**src/rtl/serial_subtractor.sv**
```systemverilog
// Bit-serial WIDTH-bit subtractor: diff = A - B - bin, one bit per clock, LSB first.
// Operands load on an accepted start; diff/bout/ovf are valid while done pulses.
module serial_subtractor #(
   parameter int unsigned WIDTH = 32,
   parameter int unsigned CNT_W = $clog2(WIDTH + 1)
) (
   input  logic             clk,
   input  logic             rst,
   input  logic             start,
   input  logic [WIDTH-1:0] A,
   input  logic [WIDTH-1:0] B,
   input  logic             bin,
   output logic             busy,
   output logic             done,
   output logic [WIDTH-1:0] diff,
   output logic             bout,
   output logic             ovf
);

   typedef enum logic [1:0] {
      StIdle,
      StShift,
      StDone
   } state_e;

   state_e state_q, state_d;

   logic [WIDTH-1:0] a_sr_q, a_sr_d;
   logic [WIDTH-1:0] b_sr_q, b_sr_d;
   logic [WIDTH-1:0] diff_q, diff_d;
   logic [CNT_W-1:0] cnt_q, cnt_d;
   logic             br_q, br_d;
   logic             bout_q, bout_d;
   logic             ovf_q, ovf_d;
   // Captured operand sign bits {A_msb, B_msb}; the shift registers lose them.
   logic [1:0]       msb_q, msb_d;

   logic a_bit, b_bit, d_bit, br_next, last_bit, accept;

   assign a_bit    = a_sr_q[0];
   assign b_bit    = b_sr_q[0];
   assign d_bit    = a_bit ^ b_bit ^ br_q;
   assign br_next  = (~a_bit & b_bit) | (~(a_bit ^ b_bit) & br_q);
   assign last_bit = (cnt_q == CNT_W'(WIDTH - 1));
   assign accept   = (state_q == StIdle) && start;

   // State register
   always_ff @(posedge clk or posedge rst) begin
      if (rst) begin
         state_q <= StIdle;
      end else begin
         state_q <= state_d;
      end
   end

   // Next-state logic
   always_comb begin
      state_d = state_q;
      unique case (state_q)
         StIdle: begin
            if (start) begin
               state_d = StShift;
            end
         end
         StShift: begin
            if (last_bit) begin
               state_d = StDone;
            end
         end
         StDone: begin
            state_d = StIdle;
         end
         default: begin
            state_d = StIdle;
         end
      endcase
   end

   // Outputs decoded from state
   always_comb begin
      busy = 1'b0;
      done = 1'b0;
      unique case (state_q)
         StShift: busy = 1'b1;
         StDone:  done = 1'b1;
         default: ;
      endcase
   end

   // Datapath next-state
   always_comb begin
      a_sr_d = a_sr_q;
      b_sr_d = b_sr_q;
      diff_d = diff_q;
      cnt_d  = cnt_q;
      br_d   = br_q;
      bout_d = bout_q;
      ovf_d  = ovf_q;
      msb_d  = msb_q;
      if (accept) begin
         a_sr_d = A;
         b_sr_d = B;
         br_d   = bin;
         cnt_d  = '0;
         msb_d  = {A[WIDTH-1], B[WIDTH-1]};
      end else if (state_q == StShift) begin
         a_sr_d = {1'b0, a_sr_q[WIDTH-1:1]};
         b_sr_d = {1'b0, b_sr_q[WIDTH-1:1]};
         diff_d = {d_bit, diff_q[WIDTH-1:1]};
         br_d   = br_next;
         cnt_d  = cnt_q + CNT_W'(1);
         if (last_bit) begin
            bout_d = br_next;
            // Operand signs differ and the result sign disagrees with the minuend.
            ovf_d  = (msb_q[1] ^ msb_q[0]) & (d_bit ^ msb_q[1]);
         end
      end
   end

   always_ff @(posedge clk or posedge rst) begin
      if (rst) begin
         a_sr_q <= '0;
         b_sr_q <= '0;
         diff_q <= '0;
         cnt_q  <= '0;
         br_q   <= 1'b0;
         bout_q <= 1'b0;
         ovf_q  <= 1'b0;
         msb_q  <= '0;
      end else begin
         a_sr_q <= a_sr_d;
         b_sr_q <= b_sr_d;
         diff_q <= diff_d;
         cnt_q  <= cnt_d;
         br_q   <= br_d;
         bout_q <= bout_d;
         ovf_q  <= ovf_d;
         msb_q  <= msb_d;
      end
   end

   assign diff = diff_q;
   assign bout = bout_q;
   assign ovf  = ovf_q;

endmodule

```
**config.mk**
```make
export PLATFORM = sky130hd
export DESIGN_NAME = serial_subtractor
export DESIGN_NICKNAME = d
export VERILOG_FILES = /design/src/rtl/serial_subtractor.sv
export SDC_FILE = /design/constraint.sdc
export NUM_CORES = 1
export LEC_CHECK = 0
export CORE_MARGIN = 3
export CORE_UTILIZATION = 40
export DETAILED_ROUTE_END_ITERATION = 10
export PLACE_DENSITY = 0.66
export REMOVE_ABC_BUFFERS = 1
export SYNTH_ARGS = -nofsm -noshare
export SYNTH_HDL_FRONTEND = slang
export SYNTH_SLANG_ARGS = --single-unit
export TNS_END_PERCENT = 50
```
**constraint.sdc**
```tcl
create_clock -name clk -period 9.1 [get_ports clk]
set_clock_uncertainty 0.15 [all_clocks]
set_input_delay 0.91 -clock clk [delete_from_list [all_inputs] [get_ports clk]]
set_output_delay 0.91 -clock clk [all_outputs]
set_load 0.01 [all_outputs]
```
==> metrics.md <==
| Metric | Value |
|---|---|
| Slew Viols, Final | 0 |
| Syn_area_per_cell | 9.816 um2 |
| Min Tclk post-route | 3.889 ns |
| Crit-path slowest cell | clkdlybuf4s50_1 |
| Top cell type's share of synthesized area | 57.29% |
| Drt drc | 0 |
| Fin area | 6063 um2 |
| I/O Pins | 104 |
| Sequential area share after synthesis | 57.29% |
| Combinational share of power | 32.6% |
| WL/cell | 15.08 um |
| Placed Area | 5787 um2 |
| R2R Setup Slk | 6.60 ns |
| Via count | 3771 |
| Most common cell in the netlist | nand2_1 |
| Worst endpoint required time | 8.04 ns |
| Post-synth EDFFs | 0 |
| Ys Warns | 0 |
| Largest net degree at the start of global routing | 70 |
| Slowest Stage Delay on Critical Path | 0.67 ns |
| Dominant cell type by area after synthesis | dfrtp_1 |
| Reg2reg start | state_q[1] |
| Number of DRC markers in iteration 0 | 324 |
| Via density | 5.282 |
| Gr usage total | 16.81% |
| CTS Buf Count | 9 |
| Core area | 11520 um2 |
| Initial core utilization | 41.34% |
| Syn Inst Count | 485 |
| Initial antenna violation count | 0 |
| Final WL | 10.77 mm |
| Placed Instances | 698 |
| Grt ovf | 0 |
| Top cells by area, synth | dfrtp_1 57%, nand2_1 12%, a22oi_1 9.8% |
| FMAX | 257.1 MHz |
| Die Y | 115.1 um |
| Switching share of total power | 33.47% |
| Area delta synth->final | 27.36% |
| CP Max Fanout | 69 |
| # hold bufs at CTS | 0 |
| Drt first pass iters | 7 |
| Rows | 39 |
| Final core occ | 52.65% |
| Top cell by count, worst path | buf_4 |
| Post-synth top cells | 152 x nand2_1, 109 x dfrtp_1, 62 x a22oi_1 |
| Min-delay src | b_sr_q[4] |
| Clk network pwr share | 21.2% |
| Primary FF master, synth | dfrtp_1 |
| Vias in the first global route | 3602 |
| Ratio of final minimum period to clock period | 42.73% |
| Sum of negative setup slack | 0 ns |
| Die ar. | 13250 um2 |
| WS Path Type | reg -> out |
| Finished Layout Cells | 714 |
| Seq cells post-synth | 109 |
| Leakage power | 0.002603 uW |
| Hold Fails Final Rpt | 0 |
| CP startpoint kind | flip-flop |
| Flop pwr share | 46.2% |
| Worst Hold Class | reg -> reg |
| RSZ-0062 raised after global routing | no |
| Data arrival, critical path | 2.83 ns |
| Worst r2r path cells | 6 |
| Worst slew pin tran | 1.158 ns |
| Number of H-tree levels | 3 |
| Hold Crit Endpoint | b_sr_q[4] |
| Hpwl dp | 7.068 mm |
| Setup violations, final | 0 |
| CTS tree | done |
| Worst-path clk slew | 0.07 ns |
| Worst path cell trace | buf_4 > nand2b_1 > buf_4 > inv_2 > clkdlybuf4s50_1 |
| Status | finished clean |
| Antenna Violating Nets Remaining | 0 |
| Die W | 115.1 um |
| Net Switching | 580.8 uW |
| Worst rel slew slack | 22.61% |
| PwrDens | 286.1 nW/um2 |
| Buffer count from post-CTS setup fixing | 0 |
| Fillers | 1046 |
| Maximum clock insertion buffer count | 2 |
| Clock Sinks | 109 |
| Internal power | 1154 uW |
| Reg2reg end | a_sr_q[30] |
| Peak supply drop | 0.1396 mV |
| GP Congestion | 0.7603 |
| Synth unique cells | 34 |
| WHS Path Cells | 2 |
| Clk_lat worst skew | 0.34 ns |
| Antenna Cells | 0 |
| Post-CTS resize count | 0 |
| Port bufs | 103 |
| Async SR Flop Fraction | 100.0% |
| Fin nets | 636 |
| Cell Area, Synth | 4761 um2 |
| Root Buffer Master | clkbuf_16 |
| Worst setup EP type | output port |
| Max-cap violation count | 0 |
| Global-route wire length before repair | 18.20 mm |
| Layout cells sized above 1 | 5.429% |
cell usage in the layout (no fill, tap or decap), drive strengths merged, types with 3 or more instances in the layout:
master	instances
a21oi	9
a22oi	62
nand2	152
buf	5
nor2b	12
clkinv	3
mux2	3
o21ai	68
clkdlybuf4s50	103
dfrtp	109
clkbuf	10
inv	8
a22o	3
nand2b	3
kinds of logic after synthesis:
| group | Yosys count | synth area share, % |
|---|---|---|
| simple gates | 177 | 15.69 |
| fa+ha+maj | 2 | 0.6833 |
| flops | 109 | 57.29 |
| buf+inv | 44 | 5.388 |
| xor+xnor | 1 | 0.1840 |
| compound gates | 147 | 19.63 |
| mux | 5 | 1.130 |
how the worst max path moves through the flow:
stage	from	endpoint	slack, ns	cells past startpoint
detailed placement	state_q[1]	busy	5.55	5
floorplan	state_q[0]	busy	5.05	2
CTS	state_q[1]	busy	5.19	5
global placement	state_q[1]	busy	5.58	5
finish	state_q[1]	busy	5.21	5
global route	state_q[1]	busy	5.02	5
state kept, by name, indices dropped and copies added, names as in the netlist:
register,count
a_sr_q,32
b_sr_q,32
bout,1
br_q,1
cnt_q,6
diff,32
msb_q,2
ovf,1
state_q,2
power groups by stage:
stage | clock network, uW | logic, uW | registers (uW)
2_1_floorplan | 0 | 271 | 823
3_3_place_gp | 0 | 549 | 799
3_5_place_dp | 0 | 574 | 807
4_1_cts | 375 | 574 | 801
5_1_grt | 400 | 637 | 830
6_report | 368 | 565 | 801
worst max-delay path: cells and delay by family, from the launching register on:
kind                   cells  cell delay [ns]
buffers and inverters      4             1.84
flip-flops                 1             0.39
AND/OR/NAND/NOR            1             0.24
per-layer routing:
layer  vias up  global-route usage, %  routed length, um
li1       1823                      -                  -
met1      1821                  25.56               5176
met2       122                  25.39               4878
met3         5                  3.842                674
met4         0                  2.113                 37
met5         -                      0                  0
layout make-up:
cell class	count	area (um2)	area share, %
flip-flops and latches	109	2730	45.03
inverters	6	25.02	0.4127
well taps	143	178.9	2.951
multi-input cells	332	1784	29.43
clock inverters	6	47.55	0.7842
clock buffers	10	229.0	3.776
repair buffers	108	1069	17.62
through the flow:
stage | hold slack (ns) | setup slack [ns] | total power [uW]
2_1_floorplan | 0.2998 | 5.049 | 1095
3_3_place_gp | 0.3088 | 5.584 | 1347
3_5_place_dp | 0.3226 | 5.555 | 1381
4_1_cts | 0.3394 | 5.188 | 1750
5_1_grt | 0.3578 | 5.019 | 1867
6_report | 0.3351 | 5.211 | 1735
Power figures use the tool's default switching activity.
==> RTL change 1: new RTL, same settings <==
The parameter `WIDTH` goes from 32 to 16.
--- a/src/rtl/serial_subtractor.sv
+++ b/src/rtl/serial_subtractor.sv
@@ -1,7 +1,7 @@
 // Bit-serial WIDTH-bit subtractor: diff = A - B - bin, one bit per clock, LSB first.
 // Operands load on an accepted start; diff/bout/ovf are valid while done pulses.
 module serial_subtractor #(
-   parameter int unsigned WIDTH = 32,
+   parameter int unsigned WIDTH = 16,
    parameter int unsigned CNT_W = $clog2(WIDTH + 1)
 ) (
    input  logic             clk,
Ports: changed (resized A, B and diff); port bits go from 104 to 56. The function was not compared with the original's and may differ.
==> RTL change 1 against the original RTL <==
- synthesized cell count fell by 46%
- largest power group unchanged
- design area shrank 46%
- power fell by 41%
- area after synthesis is 47% lower
- setup slack better by 0.24 ns
- largest cell class unchanged
- wire length is 52% lower
- sequential cell count shrank 49
- register-to-register slack better by 0.29 ns
- clock power down 39%
- utilization up 2.0 points
==> RTL change 1: results <==
{
  "start_kind": "register",
  "post_cts_resized": 0,
  "critPathTopFamily": "buffers and inverters",
  "via_count": 1930,
  "synth_area_leaders": "dfrtp_1, nand2_1, a22oi_1",
  "hold_path_class": "register to register",
  "async_flop_share": 1.00,
  "antenna_found_initial": 0,
  "path_clk_slew_ns": 0.06,
  "syn_area_per_cell_um2": 9.60,
  "worstReg2RegStart": "state_q[1]$_DFFE_PP0P_",
  "combPwrFrac": 0.344,
  "grt_max_degree": 61,
  "drt_iter0_drc": 118,
  "clockBufferDepth": 2,
  "gr-usage-all-layers": 0.160,
  "slew_headroom": 0.329,
  "status": "finished, final reports clean",
  "nets": 356,
  "cts-htree-levels": 3,
  "place.gp.congestion": 0.732,
  "fin_cells": 397,
  "numCtsBuffers": 9,
  "netlist-cell-type-count": 30,
  "drive_gt1_frac": 0.0683,
  "min-delay-start": "a_sr_q[13]$_DFFE_PP0P_",
  "postCtsHoldBufs": 0,
  "clkLatencyLatePin_ns": 0.33,
  "cts_root_buf": "clkbuf_8",
  "vdd_ir_drop_max_uv": 134,
  "antenna_cells": 0,
  "postCtsSetupBuffers": 0,
  "routedWlPerCell_um": 13.1,
  "grt_pass1_wl_um": 9110,
  "synthTopCellsByCount": "nand2_1, dfrtp_1, a22oi_1, buf_2",
  "critPathSlowestCell": "nand2b_1",
  "p_clk_frac": 0.221,
  "io_buffers": 55,
  "dr.pass1.iters": 4,
  "p_leak_nw": 1.63,
  "placed_cells": 381,
  "hpwlAfterDp_um": 3290,
  "arrival_ns": 2.59,
  "critical_path.max_fanout": 50,
  "nFillCells": 559,
  "power.internal_mw": 0.666,
  "yosysWarnings": 0,
  "max_stage_delay_ns": 0.64,
  "ys.flop_type": "dfrtp_1",
  "ys_seq_area_frac": 0.595,
  "rrSetupSlack_ns": 6.89,
  "pwr.group.clock_mw": 0.226
}
[RTL change 1: logic make-up (layout without fill, tap and decap cells)]
family,after synthesis,count (layout),synth area share
muxes,1,1,0.00396
buffers and inverters,21,80,0.0461
AOI/OAI and AO/OA,41,41,0.117
adders and majority gates,3,3,0.0178
DFF,60,60,0.595
and+or+nand+nor,137,137,0.221
[RTL change 1: path summary, 6_finish.rpt]
| check | endpoint | depth (start not counted) |
|---|---|---|
| max | busy | 3 |
| min | a_sr_q[13]$_DFFE_PP0P_ | 2 |
| max reg2reg | cnt_q[2]$_DFFE_PP0P_ | 4 |
| min reg2reg | a_sr_q[13]$_DFFE_PP0P_ | 2 |
| max in group asynchronous | diff[6]$_DFFE_PP0P_ | 3 |
| min in group asynchronous | diff[9]$_DFFE_PP0P_ | 3 |
[RTL change 1: metal layers]
layer	up-vias	GRT usage	routed length (um)
li1	966	-	-
met1	918	0.207	2410
met2	38	0.248	2470
met3	8	0.0427	219
met4	0	0.0777	108
met5	-	0	0
[RTL change 1: layout make-up]
class | instances | area [um2] | area share
Clock buffer | 11 | 131 | 0.0399
Sequential cell | 60 | 1500 | 0.456
Tap cell | 75 | 93.8 | 0.0285
Multi-Input combinational cell | 182 | 913 | 0.277
Timing Repair Buffer | 58 | 573 | 0.174
Inverter | 6 | 27.5 | 0.00836
Clock inverter | 5 | 52.6 | 0.0160
[RTL change 1: through the flow]
stage	area, um2	worst slack, ns	utilization	hold slack (ns)
floorplan	2440	6.56	-	0.287
global placement	3110	5.81	0.516	0.308
detailed placement	3110	5.81	0.516	0.314
CTS	3290	5.44	0.547	0.329
global route	3290	5.30	0.547	0.351
finish	3290	5.45	0.547	0.326
==> RTL change 2: new RTL, config.mk and constraints unchanged <==
Made on the original files. Make the reset (`rst`) synchronous in 2 clocked blocks.
--- a/src/rtl/serial_subtractor.sv
+++ b/src/rtl/serial_subtractor.sv
@@ -45,7 +45,7 @@
    assign accept   = (state_q == StIdle) && start;
 
    // State register
-   always_ff @(posedge clk or posedge rst) begin
+   always_ff @(posedge clk) begin
       if (rst) begin
          state_q <= StIdle;
       end else begin
@@ -117,7 +117,7 @@
       end
    end
 
-   always_ff @(posedge clk or posedge rst) begin
+   always_ff @(posedge clk) begin
       if (rst) begin
          a_sr_q <= '0;
          b_sr_q <= '0;
Behaviour: differs if rst is asserted again (counterexample within 4 cycles, from zero or initial values and one cycle with rst high); with rst held inactive, the same outputs for 10 cycles.
==> RTL change 2 against the original RTL <==
- area after synthesis shrank 13%
- utilization grew 1.4 points
- sequential cell count is the same
- global-route usage shrank 0.90 points
- non-clock buffer count shrank 1
- wire length shrank 14%
- count of clock-buffer cells in the layout is the same
- first-iteration DRC count shrank 27%
- setup slack gained 0.97 ns
- design area shrank 12%
- largest cell class unchanged
- highest routed layer unchanged
Power is not compared: it rests on default switching activity, and its combinational part moved more than twofold at a synthesized area within 25%.
==> RTL change 2: results <==
{
  "netlist-cell-type-count": 32,
  "dr.pass1.iters": 5,
  "grt_pass1_vias": 3319,
  "path_clk_slew_ns": 0.10,
  "async_flop_share": 0,
  "preCtsSetupSlack_ns": 6.32,
  "place.gp.congestion": 0.736,
  "placed_cells": 688,
  "post_drt_via_cell_ratio": 5.19,
  "cts_root_buf": "clkbuf_8",
  "hpwlAfterDp_um": 5820,
  "via_count": 3653,
  "grt_pass1_wl_um": 15200,
  "synthTopCellsByCount": "nand2_1, dfxtp_1, a21oi_1, a22oi_1, buf_2",
  "arrival_ns": 1.86,
  "max_stage_delay_ns": 0.48,
  "synth_area_leaders": "dfxtp_1, a21oi_1, nand2_1",
  "synth_cells": 489,
  "placed_area_mm2": 0.00518,
  "routedWlPerCell_um": 13.2,
  "hold_path_class": "register to register",
  "gr-usage-all-layers": 0.159,
  "ys.flop_type": "dfxtp_1",
  "ys_seq_area_frac": 0.530,
  "drv_slew": 0,
  "drive_gt1_frac": 0.0455,
  "drt_iter0_drc": 236,
  "slew_headroom": 0.300,
  "grt_max_degree": 105,
  "status": "finished, final reports clean",
  "critical_path.max_fanout": 42
}
-- RTL change 2: cell count changes in the layout (fill, tap and decap cells not counted), moves of 3 or more --
cell,unedited run,this run
a22o_1,3,0
o21ai_1,13,0
nor2b_1,11,1
a21oi_1,9,107
clkbuf_8,0,10
nand2_1,152,136
dfxtp_1,0,109
o21ai_0,55,3
dfrtp_1,107,0
clkbuf_16,9,0
-- RTL change 2: cell type report --
type / instances / area [um2]
clock buffers: 10 / 138
clock inverters: 6 / 45.0
fillers: 944 / 4550
inverters: 3 / 11.3
multi-input cells: 336 / 1760
flip-flops and latches: 109 / 2180
well taps: 133 / 166
repair buffers: 107 / 1060
-- RTL change 2: routing by layer --
metal / GRT usage / vias to the layer above / wire length [um] / share of wire
met4: 0.0379 / 0 / 80 / 0.0086
met2: 0.270 / 94 / 4340 / 0.47
met5: 0 / - / 0 / 0
met1: 0.197 / 1696 / 4170 / 0.45
li1: - / 1853 / - / -
met3: 0.0504 / 10 / 669 / 0.072
-- RTL change 2: worst paths after layout --
check,start,to,slack [ns]
min,diff[0]$_SDFFE_PP0P_,diff[0]$_SDFFE_PP0P_,0.31
min reg2reg,diff[0]$_SDFFE_PP0P_,diff[0]$_SDFFE_PP0P_,0.31
max,state_q[1]$_SDFFE_PP0P_,busy,6.18
max reg2reg,state_q[0]$_SDFFE_PP0P_,a_sr_q[20]$_SDFFE_PP0P_,6.71
-- RTL change 2: power groups by stage --
stage / logic (mW) / registers, mW / clock network (mW)
after floorplan: 0.0523 / 0.516 / 0
after global placement: 0.103 / 0.519 / 0
after detailed placement: 0.106 / 0.519 / 0
after CTS: 0.106 / 0.508 / 0.282
after global routing: 0.117 / 0.511 / 0.298
final: 0.105 / 0.508 / 0.270
-- RTL change 2: cells by family after synthesis --
group                    synth area share
flip-flops                          0.530
adder cells (fa/ha/maj)           0.00790
AO/OA/AOI/OAI                       0.257
buffers and inverters              0.0477
XOR/XNOR                          0.00425
AND/OR/NAND/NOR                     0.154
-- RTL change 2: worst register-to-register path, cell delays in order, from the launching register on --
cell and delay, ns:
dfxtp_1 0.49, nand2b_1 0.10, buf_4 0.27, inv_2 0.10, buf_4 0.75, a22oi_1 0.27
a21oi_1 0.18
-- RTL change 2: through the flow --
| stage | hold slack (ns) | utilization |
|---|---|---|
| finish | 0.308 | 0.541 |
| global route | 0.326 | 0.541 |
| CTS | 0.310 | 0.541 |
| detailed placement | 0.297 | 0.522 |
| global placement | 0.292 | 0.522 |
| floorplan | 0.280 | - |
